`src/rtl/tdm_slot_deserializer.sv`:
```
// TDM slot deserializer: locks to the lrck frame sync and turns one serial
// expansion lane into slot-tagged parallel words.
module tdm_slot_deserializer #(
  parameter int SLOT_BITS   = 32,
  parameter int SLOTS       = 8,
  parameter int FSYNC_DELAY = 1,
  parameter int LOCK_FRAMES = 2
) (
  input  logic                     clkin,
  input  logic                     rst,
  input  logic                     lrck,
  input  logic                     sdin,
  output logic [SLOT_BITS-1:0]     slot_data,
  output logic [$clog2(SLOTS)-1:0] slot_idx,
  output logic                     slot_valid,
  output logic                     frame_start,
  output logic                     locked,
  output logic                     frame_err
);

  localparam int BW = $clog2(SLOT_BITS);
  localparam int SW = $clog2(SLOTS);
  localparam int GW = $clog2(LOCK_FRAMES) + 1;

  localparam logic [BW-1:0] BIT_LAST  = BW'(SLOT_BITS - 1);
  localparam logic [SW-1:0] SLOT_LAST = SW'(SLOTS - 1);
  localparam logic [GW-1:0] GOOD_TGT  = GW'(LOCK_FRAMES - 1);
  localparam logic [BW-1:0] BIT_ALIGN =
    (FSYNC_DELAY == 0) ? BW'(1) : '0;

  typedef enum logic [1:0] {
    HUNT,
    CHECK,
    LOCKED
  } state_t;

  state_t               r_state;
  logic                 r_lrck_q;
  logic [BW-1:0]        r_bit;
  logic [SW-1:0]        r_slot;
  logic [GW-1:0]        r_good;
  logic [SLOT_BITS-2:0] r_sr;
  logic [SLOT_BITS-1:0] r_slot_data;
  logic [SW-1:0]        r_slot_idx;
  logic                 r_slot_valid;
  logic                 r_frame_start;
  logic                 r_frame_err;

  logic                 w_fs_edge;
  logic                 w_snap;
  logic [BW-1:0]        w_bit;
  logic [SW-1:0]        w_slot;
  logic                 w_exp;
  logic                 w_done;
  logic [SLOT_BITS-1:0] w_word;
  logic [GW-1:0]        w_good_inc;
  logic                 w_lock_hit;
  logic                 w_to_lock;
  logic                 w_emit;

  assign w_fs_edge = lrck & ~r_lrck_q;

  // In DSP mode the edge cycle's own sample is already slot-0 MSB
  assign w_snap = w_fs_edge && (FSYNC_DELAY == 0);
  assign w_bit  = w_snap ? '0 : r_bit;
  assign w_slot = w_snap ? '0 : r_slot;

  assign w_exp = (FSYNC_DELAY == 0)
    ? (r_bit == '0 && r_slot == '0)
    : (r_bit == BIT_LAST && r_slot == SLOT_LAST);

  assign w_done     = (w_bit == BIT_LAST);
  assign w_word     = {r_sr, sdin};
  assign w_good_inc = r_good + GW'(1);
  assign w_lock_hit = (w_good_inc >= GOOD_TGT);

  assign w_to_lock = (r_state == CHECK) && w_fs_edge
                   && w_exp && w_lock_hit;

  assign w_emit = w_done
    && ((r_state == LOCKED) || w_to_lock);

  always_ff @(posedge clkin) begin
    if (rst) begin
      r_state       <= HUNT;
      r_lrck_q      <= 1'b0;
      r_bit         <= '0;
      r_slot        <= '0;
      r_good        <= '0;
      r_sr          <= '0;
      r_slot_data   <= '0;
      r_slot_idx    <= '0;
      r_slot_valid  <= 1'b0;
      r_frame_start <= 1'b0;
      r_frame_err   <= 1'b0;
    end else begin
      r_lrck_q      <= lrck;
      r_slot_valid  <= 1'b0;
      r_frame_start <= 1'b0;
      r_frame_err   <= 1'b0;

      if (w_fs_edge) begin
        r_bit  <= BIT_ALIGN;
        r_slot <= '0;
      end else if (r_bit == BIT_LAST) begin
        r_bit  <= '0;
        r_slot <= (r_slot == SLOT_LAST)
          ? '0 : r_slot + SW'(1);
      end else begin
        r_bit <= r_bit + BW'(1);
      end

      if (r_state != HUNT || w_fs_edge)
        r_sr <= w_word[SLOT_BITS-2:0];

      if (w_emit) begin
        r_slot_data   <= w_word;
        r_slot_idx    <= w_slot;
        r_slot_valid  <= 1'b1;
        r_frame_start <= (w_slot == '0);
      end

      unique case (r_state)
        HUNT: begin
          if (w_fs_edge) begin
            r_good  <= '0;
            r_state <= CHECK;
          end
        end
        CHECK: begin
          if (w_fs_edge && w_exp) begin
            r_good <= w_good_inc;
            if (w_lock_hit)
              r_state <= LOCKED;
          end else if (w_fs_edge) begin
            r_good <= '0;
          end else if (w_exp) begin
            r_state <= HUNT;
          end
        end
        LOCKED: begin
          // Early edge realigns straight into CHECK; a missing one hunts
          if (w_fs_edge != w_exp) begin
            r_frame_err <= 1'b1;
            r_good      <= '0;
            r_state     <= w_fs_edge ? CHECK : HUNT;
          end
        end
        default: r_state <= HUNT;
      endcase
    end
  end

  assign slot_data   = r_slot_data;
  assign slot_idx    = r_slot_idx;
  assign slot_valid  = r_slot_valid;
  assign frame_start = r_frame_start;
  assign frame_err   = r_frame_err;
  assign locked      = (r_state == LOCKED);

endmodule
```
`config.mk`:
```
export PLATFORM = sky130hd
export DESIGN_NAME = tdm_slot_deserializer
export DESIGN_NICKNAME = d
export VERILOG_FILES = /design/src/rtl/tdm_slot_deserializer.sv
export SDC_FILE = /design/constraint.sdc
export NUM_CORES = 1
export LEC_CHECK = 0
export CAP_MARGIN = 20
export CORE_MARGIN = 3
export CORE_UTILIZATION = 50
export DETAILED_ROUTE_END_ITERATION = 8
export MAX_ROUTING_LAYER = met4
export PLACE_DENSITY = 0.78
export SETUP_SLACK_MARGIN = 0.02
export SLEW_MARGIN = 0
export SYNTH_ARGS = -nofsm -noshare
export SYNTH_HDL_FRONTEND = slang
export SYNTH_SLANG_ARGS = --single-unit
```
`constraint.sdc`:
```
create_clock -name clkin -period 2.73 [get_ports clkin]
set_clock_uncertainty 0.05 [all_clocks]
set_input_delay 0.273 -clock clkin [delete_from_list [all_inputs] [get_ports clkin]]
set_output_delay 0.273 -clock clkin [all_outputs]
set_load 0.01 [all_outputs]
```
==> qor.txt, run 1 <==
Design area - 3800 um2
Crit path from - r_bit[0]
Global-route wire length before repair - 10500 um
Row Count - 28
Grt ovf - 0
Clk slew on worst S/H paths - 0.08 ns
# IOs - 43
YS warnings - 0
Postcts setup bufs - 0
Vias in the first global route - 2383
Worst path bufs/invs - 1
CP arrival - 2.38 ns
DR vias/cell - 5.08
Worst-Margin Slew - 0.777 ns
Root Buffer - clkbuf_8
Synth-to-layout area growth - 21.3%
Die height - 85.2 um
Vias - 2493
Reg-to-reg startpoint - r_bit[0]
Antenna fix cells - 0
Setup Viol. Count Final - 0
CTS Sinks - 82
Global-route usage over all layers - 18.4%
Remaining DRCs - 0
Crit path max fanout - 21
Syn_area_per_cell - 8.32 um2
Hold Path Class - flip-flop to flip-flop
CP cell instances - ha_1 > and3_1 > ha_1 > nand3_1 > nor3_2 > o21ai_2 > buf_4 > nor4b_1
Synth Cell Area - 3140 um2
R2R Setup Slk - 0.54 ns
CTS Hold Bufs - 0
Critical path class - flip-flop to flip-flop
CP max stage delay - 0.36 ns
Post-DRT Antenna Nets - 0
CP endpoint - frame_start
GPL Wtd Cong - 0.852
Max Cap Viol - 0
Period utilisation layout - 80.2%
Synth unique cells - 37
H-tree depth - 3
CP most frequent cell - ha_1
Bufs on Longest Clock Path - 2
CP required - 2.92 ns
Initial detailed-routing violation count - 179
Largest net degree at the start of global routing - 43
CP startpoint kind - flip-flop
Pwr Density - 629 nW/um2
Die area - 7260 um2
Register area share after synthesis - 52.3%
IO buf count - 42
Die width - 85.2 um
WL/cell - 12.2 um
R2R cell count - 8
Worst VDD drop - 0.390 mV
Placed insts - 476
Hold WS - 0.400 ns
Cts repair resizes - 0
Leak - 1.30 nW
Synthesized Nets - 392
DR pass1 iterations - 4
Core area - 5990 um2
DP HPWL - 3980 um
Most frequent cells in the layout - 136 x nand2_1, 82 x dfxtp_1, 70 x a21oi_1
Hold path startpoint - r_bit[0]
Post-layout util - 63.5%
Final Non-Filler Cells - 491
R2R Path End - frame_start
Max Clock Freq - 457 MHz
WP depth - 8
Status - completed
Starting Density - 52.4%
Nets - 427
Setup_tns - 0 ns
Most common cell after layout, fill and taps aside - nand2_1
Share of cells above drive strength 1 - 7.45%
#FFs+latches synth - 82
Placed Area - 3580 um2
Mapped Cells - 377
Skew-Pair Late Insertion Delay - 0.35 ns
CTS tree - built
CP delay by family, top - simple AND/OR/NAND/NOR gates
Initial antenna violation count - 0
Minimum clock period - 2.19 ns
Slew Limit Fails - 0
Slowest cell on the critical path - dfxtp_1
Slew headroom - 48.2%
Worst setup EP type - flip-flop
CTS buffer count - 9
Unrepaired setup endpoints after global routing - false
Hold Vio Cnt, Final - 0
Routed WL - 5970 um
cells by family (layout without fill, tap and decap cells):
group	after synthesis	count (layout)	share of synthesized area, %
compound gates	80	80	14.0
xor+xnor	3	3	1.08
fa+ha+maj	11	11	4.39
buf+inv	34	73	5.46
flops	82	82	52.3
mux	3	3	0.957
simple gates	164	164	21.8
per-layer routing:
| metal | vias to the layer above | share of wire, % | GRT usage (%) |
|---|---|---|---|
| met3 | 11 | 3.5 | 3.59 |
| met5 | - | 0 | - |
| li1 | 1293 | - | - |
| met4 | 0 | 2.2 | 9.50 |
| met1 | 1140 | 46 | 22.0 |
| met2 | 49 | 48 | 29.5 |
state kept, by name, indices dropped and copies added (netlist names):
signal / cells
frame_err: 1
frame_start: 1
r_bit: 5
r_good: 2
r_lrck_q: 1
r_slot: 3
r_sr: 31
r_state: 2
slot_data: 32
slot_idx: 3
slot_valid: 1
power breakdown:
| group | total (W) | leakage, nW | switching [W] | internal [W] |
|---|---|---|---|---|
| Sequential | 0.00122 | 0.661 | 0.0000102 | 0.00121 |
| Clock | 0.000982 | 0.108 | 0.000422 | 0.000560 |
| Combinational | 0.000193 | 0.533 | 0.000137 | 0.0000562 |
| Total | 0.00239 | 1.30 | 0.000569 | 0.00182 |
Yosys cell counts (all sizes together):
| library cell | n | area share (%) |
|---|---|---|
| dfxtp | 82 | 52 |
| a221o | 1 | 0.32 |
| nor2b | 2 | 0.40 |
| nand3 | 2 | 0.32 |
| nor3 | 5 | 0.96 |
| inv | 8 | 0.96 |
| nor4b | 2 | 0.56 |
| a21oi | 71 | 11 |
| o41ai | 1 | 0.52 |
| a21o | 1 | 0.24 |
| and4bb | 1 | 0.40 |
| a211o | 1 | 0.28 |
| and3 | 1 | 0.20 |
| o21a | 2 | 0.48 |
| nor3b | 2 | 0.48 |
| nor2 | 5 | 0.60 |
| and2 | 4 | 0.80 |
| buf | 12 | 2.8 |
| xor2 | 1 | 0.28 |
| nand2b | 2 | 0.40 |
| xnor2 | 2 | 0.80 |
| o21ai | 2 | 0.44 |
| or3 | 2 | 0.40 |
| mux2i | 3 | 0.96 |
| nand2 | 136 | 16 |
| a31o | 1 | 0.28 |
| clkbuf | 14 | 1.8 |
| ha | 11 | 4.4 |
layout make-up:
cell class / instances / area, um2
Tap cell: 75 / 93.8
Multi-Input combinational cell: 261 / 1320
Clock inverter: 4 / 75.1
Timing Repair Buffer: 50 / 488
Fill cell: 508 / 2190
Clock buffer: 11 / 151
Sequential cell: 82 / 1640
Inverter: 8 / 30.0
worst min-delay path by stage:
stage,end,cells after the start
after floorplan,r_lrck_q,1
after global placement,r_bit[0],1
after detailed placement,r_bit[0],1
after CTS,r_bit[0],1
after global routing,r_sr[30],2
final,r_bit[0],1
stage by stage:
step                      total power (W)  worst slack (ns)
final                             0.00239             0.542
after global routing              0.00250             0.361
after CTS                         0.00241             0.512
after detailed placement          0.00144             0.560
after global placement            0.00144             0.651
after floorplan                   0.00139             0.730
worst register-to-register path, cell delays in order, from the launching register on:
cell	delay [ns]
dfxtp_1	0.36
ha_1	0.19
and3_1	0.19
ha_1	0.29
nand3_1	0.16
nor3_2	0.23
o21ai_2	0.10
buf_4	0.22
nor4b_1	0.30
Note: power is estimated with default switching activity, not from simulation.
==> inputs of run 2 (changes only) <==
Clock period 2.73 ns to 2.1 ns, I/O delays scaled along.
==> qor.txt, run 2 (synthesis results as in run 1) <==
Max layer used - met4
Clock share of power - 41.0%
Most frequent cells in the layout - 136 x nand2_1, 79 x dfxtp_1, 67 x a21oi_1
Most common cell after layout, fill and taps aside - nand2_1
Max Cap Viol - 0
Pwr Density - 781 nW/um2
Placed Area - 3600 um2
Global-route usage over all layers - 17.6%
Vias - 2602
CP max stage delay - 0.39 ns
Placed insts - 479
CP startpoint kind - flip-flop
Hold depth - 2
Final Non-Filler Cells - 501
CP cell instances - ha_2 > and3_4 > ha_4 > nand3_4 > nor3_4 > buf_6 > o21ai_4 > clkbuf_16 > nand2_1 > a21oi_1
CTS Sinks - 82
WL/cell - 13.1 um
Vias in the first global route - 2346
Status - completed
Synth-to-layout area growth - 28.4%
Hold Vio Cnt, Final - 0
Grt ovf - 0
CTS buffer count - 9
Die width - 85.2 um
Starting Density - 52.4%
Remaining DRCs - 0
Max FFs per register - 32
Leak - 1.38 nW
Minimum clock period - 2.02 ns
Switching share of power - 24.2%
Initial antenna violation count - 0
Cell internal pwr - 0.00238 W
Skew-Pair Late Insertion Delay - 0.35 ns
Post-DRT Antenna Nets - 0
H-tree depth - 3
Slew Limit Fails - 0
Hold Path Class - input pin to flip-flop
Critical path class - flip-flop to flip-flop
Bufs on Longest Clock Path - 2
Clk slew on worst S/H paths - 0.08 ns
R2R cell count - 10
Root Buffer - clkbuf_8
DP HPWL - 4020 um
Setup_tns - 0 ns
Core area - 5990 um2
Initial detailed-routing violation count - 134
FF/Latch Area - 1650 um2
Routed WL - 6550 um
GPL Wtd Cong - 0.791
Antenna fix cells - 0
Met3 wire len - 281 um
Slew headroom - 68.3%
IO buf count - 42
Largest net degree at the start of global routing - 40
DR vias/cell - 5.19
Worst-Margin Slew - 0.475 ns
Slowest cell on the critical path - o21ai_4
# IOs - 43
Global-route wire length before repair - 10200 um
Share of cells above drive strength 1 - 12.4%
Setup Viol. Count Final - 0
Met2 wire len - 3190 um
Net Switching - 0.000762 W
Worst VDD drop - 0.596 mV
CP required - 2.33 ns
Combinational share of power - 8.6%
M1 wire length - 2970 um
Die area - 7260 um2
Design area - 4030 um2
Nets - 436
Max Clock Freq - 494 MHz
Area of the multi-input gates - 1390 um2
Crit path max fanout - 8
CTS tree - built
Period utilisation layout - 96.3%
Die height - 85.2 um
Seq pwr share - 50.3%
DR pass1 iterations - 7
CP arrival - 2.26 ns
Overall Power - 0.00315 W
Worst setup EP type - flip-flop
Filler Cell Count - 460
Row Count - 28
[run 2: power groups by stage]
stage / clock network [W] / logic (W) / registers (W)
5_1_grt: 0.00138 / 0.000299 / 0.00159
2_1_floorplan: 0 / 0.000195 / 0.00162
6_report: 0.00129 / 0.000272 / 0.00158
4_1_cts: 0.00130 / 0.000256 / 0.00158
3_5_place_dp: 0 / 0.000254 / 0.00162
3_3_place_gp: 0 / 0.000250 / 0.00162
[run 2: critical path: cells and delay by family (launching register included)]
kind	cells	cell delay, ns
AOI/OAI and AO/OA	2	0.51
adders and majority gates	2	0.36
buffers and inverters	2	0.37
DFF	1	0.33
and+or+nand+nor	4	0.34
[run 2: layout make-up]
class                           instances  area share, %
Clock inverter                          4           1.83
Sequential cell                        82           40.8
Clock buffer                           12           3.85
Timing Repair Buffer                   59           16.0
Multi-Input combinational cell        261           34.4
Tap cell                               75           2.33
Inverter                                8          0.745
[run 2: per-layer routing]
| layer | track usage [%] | up-vias |
|---|---|---|
| met1 | 21.6 | 1207 |
| met5 | - | - |
| met4 | 7.77 | 0 |
| li1 | - | 1309 |
| met2 | 28.4 | 75 |
| met3 | 3.20 | 11 |
[run 2: timing repair]
action                                  CTS  global route
hold buffers                              0             0
setup buffers                             0             3
endpoints found under the setup margin    0            38
resized for setup                         0            27
[run 2: path summary, 6_finish.rpt]
path	start	to	slack (ns)
min reg2reg	slot_data[28]	slot_data[28]	0.40
max reg2reg	r_bit[0]	slot_data[24]	0.08
max	r_bit[0]	slot_data[24]	0.08
min	rst	r_lrck_q	0.27
[run 2: through the flow]
stage	hold slack [ns]	utilization, %	setup slack, ns
global placement	0.381	60.1	0.127
global route	0.282	67.3	-0.0156
CTS	0.258	63.9	0.0599
finish	0.267	67.3	0.0775
floorplan	0.288	-	0.100
detailed placement	0.395	60.1	0.0722
==> inputs of run 3 (changes only) <==
Clock period 2.1 ns to 2.3 ns, I/O delays scaled along.
==> qor.txt, run 3 (synthesis results as in run 1) <==
Status - completed
H-tree depth - 3
Antenna fix cells - 0
Skew-Pair Late Insertion Delay - 0.35 ns
Post-DRT Antenna Nets - 0
IO buf count - 42
WL/cell - 12.2 um
Grt ovf - 0
Share of cells above drive strength 1 - 7.66%
Crit path max fanout - 6
Global-route wire length before repair - 10500 um
Slew Limit Fails - 0
DR pass1 iterations - 4
CP delay by family, top - compound AO/OA/AOI/OAI gates
Slowest cell on the critical path - a221o_1
Synth-to-layout area growth - 20.9%
Root Buffer - clkbuf_8
Die height - 85.2 um
Largest net degree at the start of global routing - 42
Hold Path Class - flip-flop to flip-flop
Filler Cell Count - 497
Vias - 2532
Fin worst setup slack - 0.158 ns
Global-route usage over all layers - 18.5%
Initial antenna violation count - 0
Most common cell after layout, fill and taps aside - nand2_1
Starting Density - 52.4%
CP startpoint kind - flip-flop
Setup Slack @ Placement - 0.148 ns
Hold WS - 0.403 ns
Overall Power - 0.00281 W
GPL Wtd Cong - 0.850
Die width - 85.2 um
Worst path bufs/invs - 0
Setup Viol. Count Final - 0
Vias in the first global route - 2452
Core area - 5990 um2
Nets - 428
Max Clock Freq - 467 MHz
Crit path from - r_bit[0]
Critical path class - flip-flop to flip-flop
Reg-to-reg startpoint - r_bit[0]
Most frequent cells in the layout - 136 x nand2_1, 82 x dfxtp_1, 70 x a21oi_1
Remaining DRCs - 0
Initial detailed-routing violation count - 128
DP HPWL - 4020 um
# IOs - 43
Placed Area - 3570 um2
Leak - 1.30 nW
Worst VDD drop - 0.417 mV
CP max stage delay - 0.39 ns
CTS Sinks - 82
CP required - 2.49 ns
Die area - 7260 um2
Max Cap Viol - 0
Hold Vio Cnt, Final - 0
CTS buffer count - 9
DR vias/cell - 5.14
Period utilisation layout - 93.1%
CTS Hold Bufs - 0
Max FFs per register - 32
Slew headroom - 50.2%
Bufs on Longest Clock Path - 2
Hold path startpoint - r_bit[0]
Row Count - 28
Clk slew on worst S/H paths - 0.08 ns
Routed WL - 6000 um
Worst setup EP type - flip-flop
Post-layout util - 63.3%
Design area - 3790 um2
Worst-Margin Slew - 0.747 ns
Pwr Density - 741 nW/um2
Minimum clock period - 2.14 ns
CP arrival - 2.34 ns
CTS tree - built
CP cell instances - ha_1 > and3_1 > ha_2 > nand2_1 > xnor2_2 > a221o_1 > and2_0 > o21a_1
run 3: worst register-to-register path, stage by stage, from the launching register on:
cell and delay (ns):
dfxtp_1 0.36, ha_1 0.19, and3_1 0.19, ha_2 0.25, nand2_1 0.10, xnor2_2 0.17, a221o_1 0.39, and2_0 0.16
o21a_1 0.18
run 3: layout make-up:
cell class                 instances  area (um2)  area share, %
clock buffer                      12         145           3.83
clock inverter                     4        73.8           1.95
sequential                        82        1640           43.3
timing repair buffer              51         483           12.7
multi-input combinational        261        1330           35.0
inverter                           8        30.0          0.792
tap                               75        93.8           2.47
run 3: layer usage:
layer | part of all wire (%) | track usage, % | up-vias
met4 | 1.7 | 8.78 | 0
li1 | - | - | 1296
met1 | 45 | 21.1 | 1173
met5 | 0 | - | -
met2 | 49 | 30.4 | 54
met3 | 4.3 | 4.47 | 9
run 3: what timing repair did:
item | 4_1_cts | 5_1_grt
hold endpoints to repair | 0 | 0
gates resized for setup | 0 | 1
setup buffers | 0 | 0
setup endpoints to repair | 0 | 2
run 3: final timing paths:
check	endpoint	slack (ns)	cells past startpoint
setup / recovery	r_good[0]	0.16	8
hold / removal	r_bit[0]	0.40	1
setup reg to reg	r_good[0]	0.16	8
hold reg to reg	r_bit[0]	0.40	1
run 3: metrics by stage:
step / instances / setup TNS (ns)
global placement: 477 / 0
floorplan: 377 / 0
global route: 493 / -0.00287
CTS: 493 / 0
finish: 493 / 0
detailed placement: 477 / 0
run 3: power by group:
part | total [W] | internal (W) | switching (W)
sequential | 0.00145 | 0.00143 | 0.0000120
clock | 0.00115 | 0.000645 | 0.000501
combinational | 0.000222 | 0.0000595 | 0.000162
